## config.mk

```make
export PLATFORM = sky130hd
export DESIGN_NAME = clint_timer_flat
export DESIGN_NICKNAME = d
export VERILOG_FILES = /design/src/rtl/clint_if.sv /design/src/rtl/clint_timer.sv /design/src/flat_wrapper.sv
export SDC_FILE = /design/constraint.sdc
export NUM_CORES = 1
export LEC_CHECK = 0
export ABC_AREA = 1
export CORE_MARGIN = 1.5
export CORE_UTILIZATION = 30
export CTS_CLUSTER_SIZE = 25
export DETAILED_ROUTE_END_ITERATION = 8
export GPL_ROUTABILITY_DRIVEN = 0
export GPL_TIMING_DRIVEN = 0
export PLACE_DENSITY = 0.6
export SLEW_MARGIN = 30
export SYNTH_ARGS = -nofsm -noshare
export SYNTH_HDL_FRONTEND = slang
export SYNTH_SLANG_ARGS = --single-unit
```

## constraint.sdc

```tcl
create_clock -name clk -period 2.2 [get_ports clk]
set_input_delay 0.44 -clock clk [delete_from_list [all_inputs] [get_ports clk]]
set_output_delay 0.44 -clock clk [all_outputs]
set_load 0.01 [all_outputs]
```

## src/rtl/clint_if.sv

```systemverilog
// Request/response bus between a requester and the CLINT timer block.
// Request:  i_clint_valid / o_clint_ready with wen, addr, wdata, wmask.
// Response: o_clint_rvalid / i_clint_rready with rdata (reads and writes).
// Modports: master = requester side, slave = clint_timer side.
interface clint_if;
   logic        i_clint_valid;
   logic        o_clint_ready;
   logic        i_clint_wen;
   logic [63:0] i_clint_addr;
   logic [63:0] i_clint_wdata;
   logic [7:0]  i_clint_wmask;
   logic        o_clint_rvalid;
   logic [63:0] o_clint_rdata;
   logic        i_clint_rready;

   modport master (
      output i_clint_valid, i_clint_wen, i_clint_addr, i_clint_wdata,
             i_clint_wmask, i_clint_rready,
      input  o_clint_ready, o_clint_rvalid, o_clint_rdata
   );

   modport slave (
      input  i_clint_valid, i_clint_wen, i_clint_addr, i_clint_wdata,
             i_clint_wmask, i_clint_rready,
      output o_clint_ready, o_clint_rvalid, o_clint_rdata
   );
endinterface

```

## src/rtl/clint_timer.sv

```systemverilog
// Core-local interruptor: free-running mtime, mtimecmp compare and optional
// machine software interrupt register behind a valid/ready request bus.
// Ports:
//   clk, rst_n          - clock, asynchronous active-low reset
//   bus (clint_if.slave) - register access request/response channel
//   o_clint_timer_intr  - registered level, mtime >= mtimecmp (unsigned)
//   o_clint_soft_intr   - registered msip[0]
// Optional feature: define CLINT_MSIP_EN to build the msip register;
// otherwise msip reads 0, ignores writes and o_clint_soft_intr is 0.
module clint_timer #(
   parameter logic [63:0] BASE_ADDR = 64'h0200_0000,
   parameter int unsigned TICK_DIV  = 1
) (
   input  logic   clk,
   input  logic   rst_n,
   clint_if.slave bus,
   output logic   o_clint_timer_intr,
   output logic   o_clint_soft_intr
);

   localparam int unsigned CNT_W = 16;
   localparam logic [CNT_W-1:0] TICK_LAST = CNT_W'(TICK_DIV - 1);

   localparam logic [63:0] ADDR_MSIP     = BASE_ADDR;
   localparam logic [63:0] ADDR_MTIMECMP = BASE_ADDR + 64'h4000;
   localparam logic [63:0] ADDR_MTIME    = BASE_ADDR + 64'hBFF8;

   typedef enum logic {IDLE, RESP} state_t;

   state_t             state;
   logic               ready_q;
   logic               rvalid_q;
   logic [63:0]        rdata_q;
   logic [CNT_W-1:0]   tick_cnt;
   logic [63:0]        mtime;
   logic [63:0]        mtimecmp;
   logic               timer_intr_q;

   logic               accept_c;
   logic               wr_c;
   logic               sel_msip_c;
   logic               sel_mtimecmp_c;
   logic               sel_mtime_c;
   logic               tick_c;
   logic [63:0]        mtime_inc_c;
   logic [63:0]        mtime_next_c;
   logic [63:0]        msip_rd_c;
   logic [63:0]        rd_mux_c;

   // Byte-wise merge of new data over an old value under a byte mask.
   function automatic logic [63:0] merge(input logic [63:0] old_v,
                                         input logic [63:0] new_v,
                                         input logic [7:0]  mask);
      logic [63:0] r;
      r = old_v;
      for (int i = 0; i < 8; i++) begin
         if (mask[i]) r[8*i +: 8] = new_v[8*i +: 8];
      end
      return r;
   endfunction

   assign accept_c       = (state == IDLE) && bus.i_clint_valid;
   assign wr_c           = accept_c && bus.i_clint_wen;
   assign sel_msip_c     = (bus.i_clint_addr == ADDR_MSIP);
   assign sel_mtimecmp_c = (bus.i_clint_addr == ADDR_MTIMECMP);
   assign sel_mtime_c    = (bus.i_clint_addr == ADDR_MTIME);

   assign tick_c      = (tick_cnt == TICK_LAST);
   assign mtime_inc_c = tick_c ? (mtime + 64'd1) : mtime;
   // Written bytes win; unwritten bytes take the (possibly incremented) old value.
   assign mtime_next_c = (wr_c && sel_mtime_c)
                       ? merge(mtime_inc_c, bus.i_clint_wdata, bus.i_clint_wmask)
                       : mtime_inc_c;

`ifdef CLINT_MSIP_EN
   logic msip;

   // Only bit 0 of msip exists; upper bits read as zero.
   always_ff @(posedge clk or negedge rst_n) begin
      if (!rst_n) begin
         msip <= 1'b0;
      end else if (wr_c && sel_msip_c && bus.i_clint_wmask[0]) begin
         msip <= bus.i_clint_wdata[0];
      end
   end

   assign msip_rd_c         = {63'd0, msip};
   assign o_clint_soft_intr = msip;
`else
   assign msip_rd_c         = 64'd0;
   assign o_clint_soft_intr = 1'b0;
`endif

   // Read mux on current (pre-tick) register values; unmapped reads return 0.
   always_comb begin
      rd_mux_c = 64'd0;
      if (sel_msip_c)          rd_mux_c = msip_rd_c;
      else if (sel_mtimecmp_c) rd_mux_c = mtimecmp;
      else if (sel_mtime_c)    rd_mux_c = mtime;
   end

   // Handshake FSM with registered ready/rvalid/rdata.
   always_ff @(posedge clk or negedge rst_n) begin
      if (!rst_n) begin
         state    <= IDLE;
         ready_q  <= 1'b1;
         rvalid_q <= 1'b0;
         rdata_q  <= 64'd0;
      end else begin
         case (state)
            IDLE: begin
               if (bus.i_clint_valid) begin
                  state    <= RESP;
                  ready_q  <= 1'b0;
                  rvalid_q <= 1'b1;
                  rdata_q  <= bus.i_clint_wen ? 64'd0 : rd_mux_c;
               end
            end
            RESP: begin
               if (bus.i_clint_rready) begin
                  state    <= IDLE;
                  ready_q  <= 1'b1;
                  rvalid_q <= 1'b0;
                  rdata_q  <= 64'd0;
               end
            end
            default: begin
               state    <= IDLE;
               ready_q  <= 1'b1;
               rvalid_q <= 1'b0;
               rdata_q  <= 64'd0;
            end
         endcase
      end
   end

   // Timebase, compare register and interrupt level.
   always_ff @(posedge clk or negedge rst_n) begin
      if (!rst_n) begin
         tick_cnt     <= '0;
         mtime        <= 64'd0;
         mtimecmp     <= 64'hFFFF_FFFF_FFFF_FFFF;
         timer_intr_q <= 1'b0;
      end else begin
         tick_cnt     <= tick_c ? '0 : tick_cnt + CNT_W'(1);
         mtime        <= mtime_next_c;
         if (wr_c && sel_mtimecmp_c) begin
            mtimecmp <= merge(mtimecmp, bus.i_clint_wdata, bus.i_clint_wmask);
         end
         timer_intr_q <= (mtime >= mtimecmp);
      end
   end

   assign bus.o_clint_ready  = ready_q;
   assign bus.o_clint_rvalid = rvalid_q;
   assign bus.o_clint_rdata  = rdata_q;
   assign o_clint_timer_intr = timer_intr_q;

endmodule

```

## src/flat_wrapper.sv

```systemverilog
// flat-port wrapper written by rule: the top's interface ports become plain ports
module clint_timer_flat 
#(
   parameter logic [63:0] BASE_ADDR = 64'h0200_0000,
   parameter int unsigned TICK_DIV  = 1
)
  (clk, rst_n, o_clint_timer_intr, o_clint_soft_intr, bus_i_clint_valid, bus_i_clint_wen, bus_i_clint_addr, bus_i_clint_wdata, bus_i_clint_wmask, bus_i_clint_rready, bus_o_clint_ready, bus_o_clint_rvalid, bus_o_clint_rdata);
  clint_if bus_i ();
  input  logic clk;
  input  logic rst_n;
  output logic o_clint_timer_intr;
  output logic o_clint_soft_intr;
  input wire logic [$bits(bus_i.i_clint_valid)-1:0] bus_i_clint_valid;
  input wire logic [$bits(bus_i.i_clint_wen)-1:0] bus_i_clint_wen;
  input wire logic [$bits(bus_i.i_clint_addr)-1:0] bus_i_clint_addr;
  input wire logic [$bits(bus_i.i_clint_wdata)-1:0] bus_i_clint_wdata;
  input wire logic [$bits(bus_i.i_clint_wmask)-1:0] bus_i_clint_wmask;
  input wire logic [$bits(bus_i.i_clint_rready)-1:0] bus_i_clint_rready;
  output wire logic [$bits(bus_i.o_clint_ready)-1:0] bus_o_clint_ready;
  output wire logic [$bits(bus_i.o_clint_rvalid)-1:0] bus_o_clint_rvalid;
  output wire logic [$bits(bus_i.o_clint_rdata)-1:0] bus_o_clint_rdata;
  assign bus_i.i_clint_valid = bus_i_clint_valid;
  assign bus_i.i_clint_wen = bus_i_clint_wen;
  assign bus_i.i_clint_addr = bus_i_clint_addr;
  assign bus_i.i_clint_wdata = bus_i_clint_wdata;
  assign bus_i.i_clint_wmask = bus_i_clint_wmask;
  assign bus_i.i_clint_rready = bus_i_clint_rready;
  assign bus_o_clint_ready = bus_i.o_clint_ready;
  assign bus_o_clint_rvalid = bus_i.o_clint_rvalid;
  assign bus_o_clint_rdata = bus_i.o_clint_rdata;
  clint_timer #(.BASE_ADDR(BASE_ADDR), .TICK_DIV(TICK_DIV)) u_core (.clk(clk), .rst_n(rst_n), .bus(bus_i), .o_clint_timer_intr(o_clint_timer_intr), .o_clint_soft_intr(o_clint_soft_intr));
endmodule
```

# ---- Word-level counts from Yosys, hierarchy flattened
# Index checks and enable logic that the tools add are counted.
dict set report op_classes {
  n_lt_le_gt_ge 1
  muxes 27
  eq_ne 5
  reduce_logical 14
  bitwise_logic 1
  add_sub_neg 2
}
# cell count
set ops {}
lappend ops {{64-bit two-way mux} 8}
lappend ops {{64-bit by 26-bit equality test with 1-bit output (second input constant)} 3}
lappend ops {{64-bit case mux with 2 select lines} 1}
lappend ops {{64-bit by 1-bit adder with 64-bit output (second input constant)} 1}
lappend ops {{64-bit >= comparator} 1}
lappend ops {{8-bit two-way mux} 8}
lappend ops {{2-bit AND reduction} 9}
lappend ops {{16-bit by 1-bit adder with 16-bit output (second input constant)} 1}
lappend ops {{16-bit logical NOT} 1}
lappend ops {{16-bit two-way mux} 1}
lappend ops {{1-bit two-way mux} 6}
lappend ops {{1-bit case mux with 2 select lines} 3}
lappend ops {{1-bit logical AND} 4}
lappend ops {{2-bit inequality test (second input constant)} 2}
lappend ops {{1-bit inverter} 1}
dict set report totals {
  in_bits 141
  word_cells 65
  ff_bits 212
  output_inout_bits 68
}

# ---- Depth between registers and ports, before layout
dict set report depth {
  word_depth 7
  ltp_mapped 15
  ltp_nobuf 15
}

# ---- Worst setup path after synthesis
# No wires, ideal clock.
dict set report synth_path {
  path_type {in2reg}
  startpoint {in bus_i_clint_addr[27]}
  endpoint {reg u_core.mtime[48]}
  arrival_ns 1.734
  cell_stages 11
  t_required_ns 2.087
  path_slack_ns 0.353
  path_buffers 2
  setup_ns 0.113
  path_cell_list {nor2_1 > nand3b_1 > nor2_1 > nand2_1 > nor2_1 > buf_4 > nand4_2 > buf_2 > or2_2 > nand2_1 > inv_1}
}
dict set report synth_via {
  elab_chain_len 3
}
# element line_no
set synth_rtl {}
lappend synth_rtl {{from (decl)} flat_wrapper.sv:15} ;# input wire logic [$bits(bus_i.i_clint_addr)-1:0] bus_i_clint_addr;
lappend synth_rtl {{64-bit by 26-bit equality test with 1-bit output} clint_timer.sv:66} ;# assign sel_mtime_c = (bus.i_clint_addr == ADDR_MTIME);
lappend synth_rtl {{1-bit logical AND} clint_timer.sv:71} ;# assign mtime_next_c = (wr_c && sel_mtime_c)
lappend synth_rtl {{64-bit two-way mux} clint_timer.sv:72} ;# ? merge(mtime_inc_c, bus.i_clint_wdata, bus.i_clint_wmask)
lappend synth_rtl {{named net u_core.mtime_next_c[48]} clint_timer.sv:46} ;# logic [63:0] mtime_next_c;
lappend synth_rtl {{to (signal assigned)} clint_timer.sv:146} ;# mtime <= mtime_next_c;
lappend synth_rtl {{to (decl)} clint_timer.sv:35} ;# logic [63:0] mtime;
# The timed path passes the listed nets, and every way through them passes these cells.
# A chain may end at the register's enable or synchronous reset.

# ---- Worst setup path after layout
dict set report layout_path {
  startpoint {in bus_i_clint_addr[12]}
  endpoint {reg u_core.rdata_q[41] (netlist: u_core.bus.o_clint_rdata[41])}
}
dict set report layout_via {
  elab_chain_len 7
  elab_cells_between_ends 9
  cone_classes {eq/ne: 3; mux: 6}
}
# element line_no
set layout_rtl {}
lappend layout_rtl {{64-bit by 26-bit equality test with 1-bit output} clint_timer.sv:66}
lappend layout_rtl {{64-bit two-way mux} clint_timer.sv:99} ;# else if (sel_mtime_c) rd_mux_c = mtime;
lappend layout_rtl {{64-bit two-way mux} clint_timer.sv:98} ;# else if (sel_mtimecmp_c) rd_mux_c = mtimecmp;
lappend layout_rtl {{64-bit two-way mux (*)} clint_timer.sv:97} ;# if (sel_msip_c) rd_mux_c = msip_rd_c;
lappend layout_rtl {{64-bit two-way mux (*)} clint_timer.sv:116} ;# rdata_q <= bus.i_clint_wen ? 64'd0 : rd_mux_c;
lappend layout_rtl {{64-bit two-way mux (*)} clint_timer.sv:112} ;# if (bus.i_clint_valid) begin
lappend layout_rtl {{64-bit case mux with 2 select lines (*)} clint_timer.sv:110} ;# case (state)
lappend layout_rtl {{to (signal assigned)} clint_timer.sv:116}
lappend layout_rtl {{to (decl)} clint_timer.sv:33} ;# logic [63:0] rdata_q;
# Mark *: on every way between the ends. The rest lies on a longest branch, timed or not. The select of a mux whose other input is x is not followed.

==> run metrics <==
Yosys top cell by area dfrtp_1; pwr/cell area 503 nW/um2; Initial Util 30.3%; syn_nets about 2300; maximum fanout along the worst path 10; worst vdd ir 478 uV; failing checks setup timing; Area growth syn-to-layout 30.3%; GR Util met2 35.2%; via count 14626; LEAKAGE 8.51 nW; Placed Cells 2875; Detail Placement HPWL around 40 mm; fin area 18300 um2; largest net degree at the start of global routing 86; setup TNS -17.3 ps; RSZ-0062 raised after global routing yes; clk sinks 212; Post-Syn Area 14000 um2; CTS tree done; final-stage net count 2514; final wirelength 50.9 mm; Avg WL per Cell roughly 17 um; fin. max-slew vios 0; CP Data Required Time 2620 ps; # setup viols final 1; HP Start bus_i_clint_wmask[6]; Cell variety after synth 40; most common cell in the netlist nand2_1; min Tclk post-route 2220 ps; dpl ws -1400 ps; clk_lat worst skew 550 ps; placed inst area 16900 um2; sequential-to-total area share from yosys stat 38.4%; Hold Path Depth 3; EDFF count, synth 0; DIE AREA approximately 48000 um2; Reg-to-Reg End u_core.mtime[62]; synth warn 0; share of cells above drive strength 1 10.6%; Slew headroom 61.5%; Total Power 9.20 mW; Setup Skew 21.4 ps; Via density 4.99; Reg clk slew, reported paths 60 ps; initial antenna violation count 1; status finished, violations left; Die W roughly 220 um; core outline area 46400 um2; GR peak layer met2; antenna-violating nets left 0; Final Worst Setup Slack -17.3 ps; Synth area leaders dfrtp_1, nand2_1, dfstp_2; Max Cap Viol 0; total CTS buffers 25; reg2reg setup slack 110 ps; Critical Path Sink Type flip-flop; grt ovf 0; gr usage total between 20% and 30%; Yosys top cell area share 26.2%; Pre-antenna DRT Iters 5; Top FF cell, synth dfrtp_1; post-route insts no fill 2932; period utilization 101%; hold path endpoint u_core.mtimecmp[54]; #FFs+latches synth 212; Setup CP Type in -> reg; vias in the first global route 14266; met1 GRT Util 26.7%; CP arrival 2640 ps; num rows 79; root buffer cell clkbuf_16; die height 219 um; Buffers on Ports 201; first-pass GRT wire length 78.3 mm; mean area per synthesized cell a little under 7 um2; largest buffer count on any clock path 3; FFs w/ async S/R, synth 100%; DR iter-0 viols 1302; kind of start point of the critical path input port; most common library cells after synthesis nand2_1, nand3_1, nor2_1; final hold vios 0; reg-to-reg startpoint u_core.mtime[17]; Fmax 451 MHz; R2R depth 8; Hold WC Path Type in -> reg; CTS H-tree lvls 1; DR DRC count 0; met3 Resource Use GR under 10%; IO Pins 209; Syn Inst Count 2065; Slew @ Worst Pin 578 ps
==> timing repair <==
item	CTS	global route
hold endpoints to repair	41	0
hold buffers	1	0
pin swaps	5	5
setup endpoints to repair	192	188
setup buffers	5	6
gates resized for setup	57	85
gates cloned	0	1
==> power breakdown <==
group	switching, mW	leakage (nW)	internal (mW)
Clock	1.71	0.439	2.94
Combinational	0.345	5.53	0.280
Sequential	0.00603	2.54	3.92
==> cell families (layout without fill, tap and decap cells) <==
group	after synthesis	count (layout)	synth area share, %
and+or+nand+nor	1313	1313	40.4
buffers and inverters	295	554	8.14
DFF	212	212	38.4
AOI/OAI and AO/OA	151	151	5.53
adders and majority gates	67	67	5.97
xor gates and xnor gates	26	26	1.62
other	1	2	0.0267
==> worst max-delay path, stage by stage <==
cell             delay [ps]
clkdlybuf4s50_1         440
or2_2                   300
nor2_1                  200
buf_4                   310
clkbuf_2                260
nand4_1                 350
nand3_4                 260
nand2_1                  70
==> worst max path at each step <==
stage / from / slack, ps / endpoint / cells after the start
finish: bus_i_clint_addr[12] / -20 / u_core.bus.o_clint_rdata[41] / 8
floorplan: bus_i_clint_addr[27] / 350 / u_core.mtime[48] / 11
detailed placement: bus_i_clint_addr[61] / -1400 / u_core.bus.o_clint_rdata[41] / 11
global route: bus_i_clint_addr[27] / -50 / u_core.bus.o_clint_rdata[41] / 11
global placement: rst_n / -8170 / u_core.bus.o_clint_rdata[1] / 1
CTS: bus_i_clint_addr[61] / -30 / u_core.bus.o_clint_rdata[41] / 12
==> sequential cells by signal, indices dropped and copies added, names as in the netlist <==
register / flops
u_core.bus.o_clint_rdata: 64
u_core.mtime: 64
u_core.mtimecmp: 64
u_core.tick_cnt: 16
u_core.bus.o_clint_ready: 1
u_core.bus.o_clint_rvalid: 1
u_core.o_clint_timer_intr: 1
u_core.state: 1
==> metrics by stage <==
step,util (%),hold slack (ps)
4_1_cts,38.9,296
2_1_floorplan,-,144
3_3_place_gp,36.3,450
6_report,39.5,322
3_5_place_dp,36.4,454
5_1_grt,39.5,328
==> metal layers <==
metal	wire length (um)	part of all wire, %	up-vias
met4	2080	4.1	0
met1	21500	42	6852
li1	-	-	7165
met3	3430	6.7	107
met5	0	0	-
met2	23900	47	502
==> final cells by class <==
cell class | instances | area (um2)
fill | 4764 | 28100
multi-input combinational | 1558 | 7710
sequential | 212 | 5390
timing repair buffer | 216 | 2230
inverter | 220 | 838
tap | 607 | 759
clock buffer | 30 | 654
buffer | 73 | 454
clock inverter | 15 | 258
antenna | 1 | 2.50
==> layout by cell type (no fill, tap or decap), drive strengths merged, types with 3 or more instances in the layout <==
cell and n:
clkinv 6, inv 218, nor2 226, nand2 704, nor3 18, o21ai 102, bufinv 7, clkbuf 75
nand4 106, xor2 25, clkinvlp 4, a21oi 40, or2 20, clkdlybuf4s50 200, dfstp 65, ha 67
buf 43, o21a 3, nand3b 3, dfrtp 147, nand3 230
Note: power is estimated with default switching activity, not from simulation.
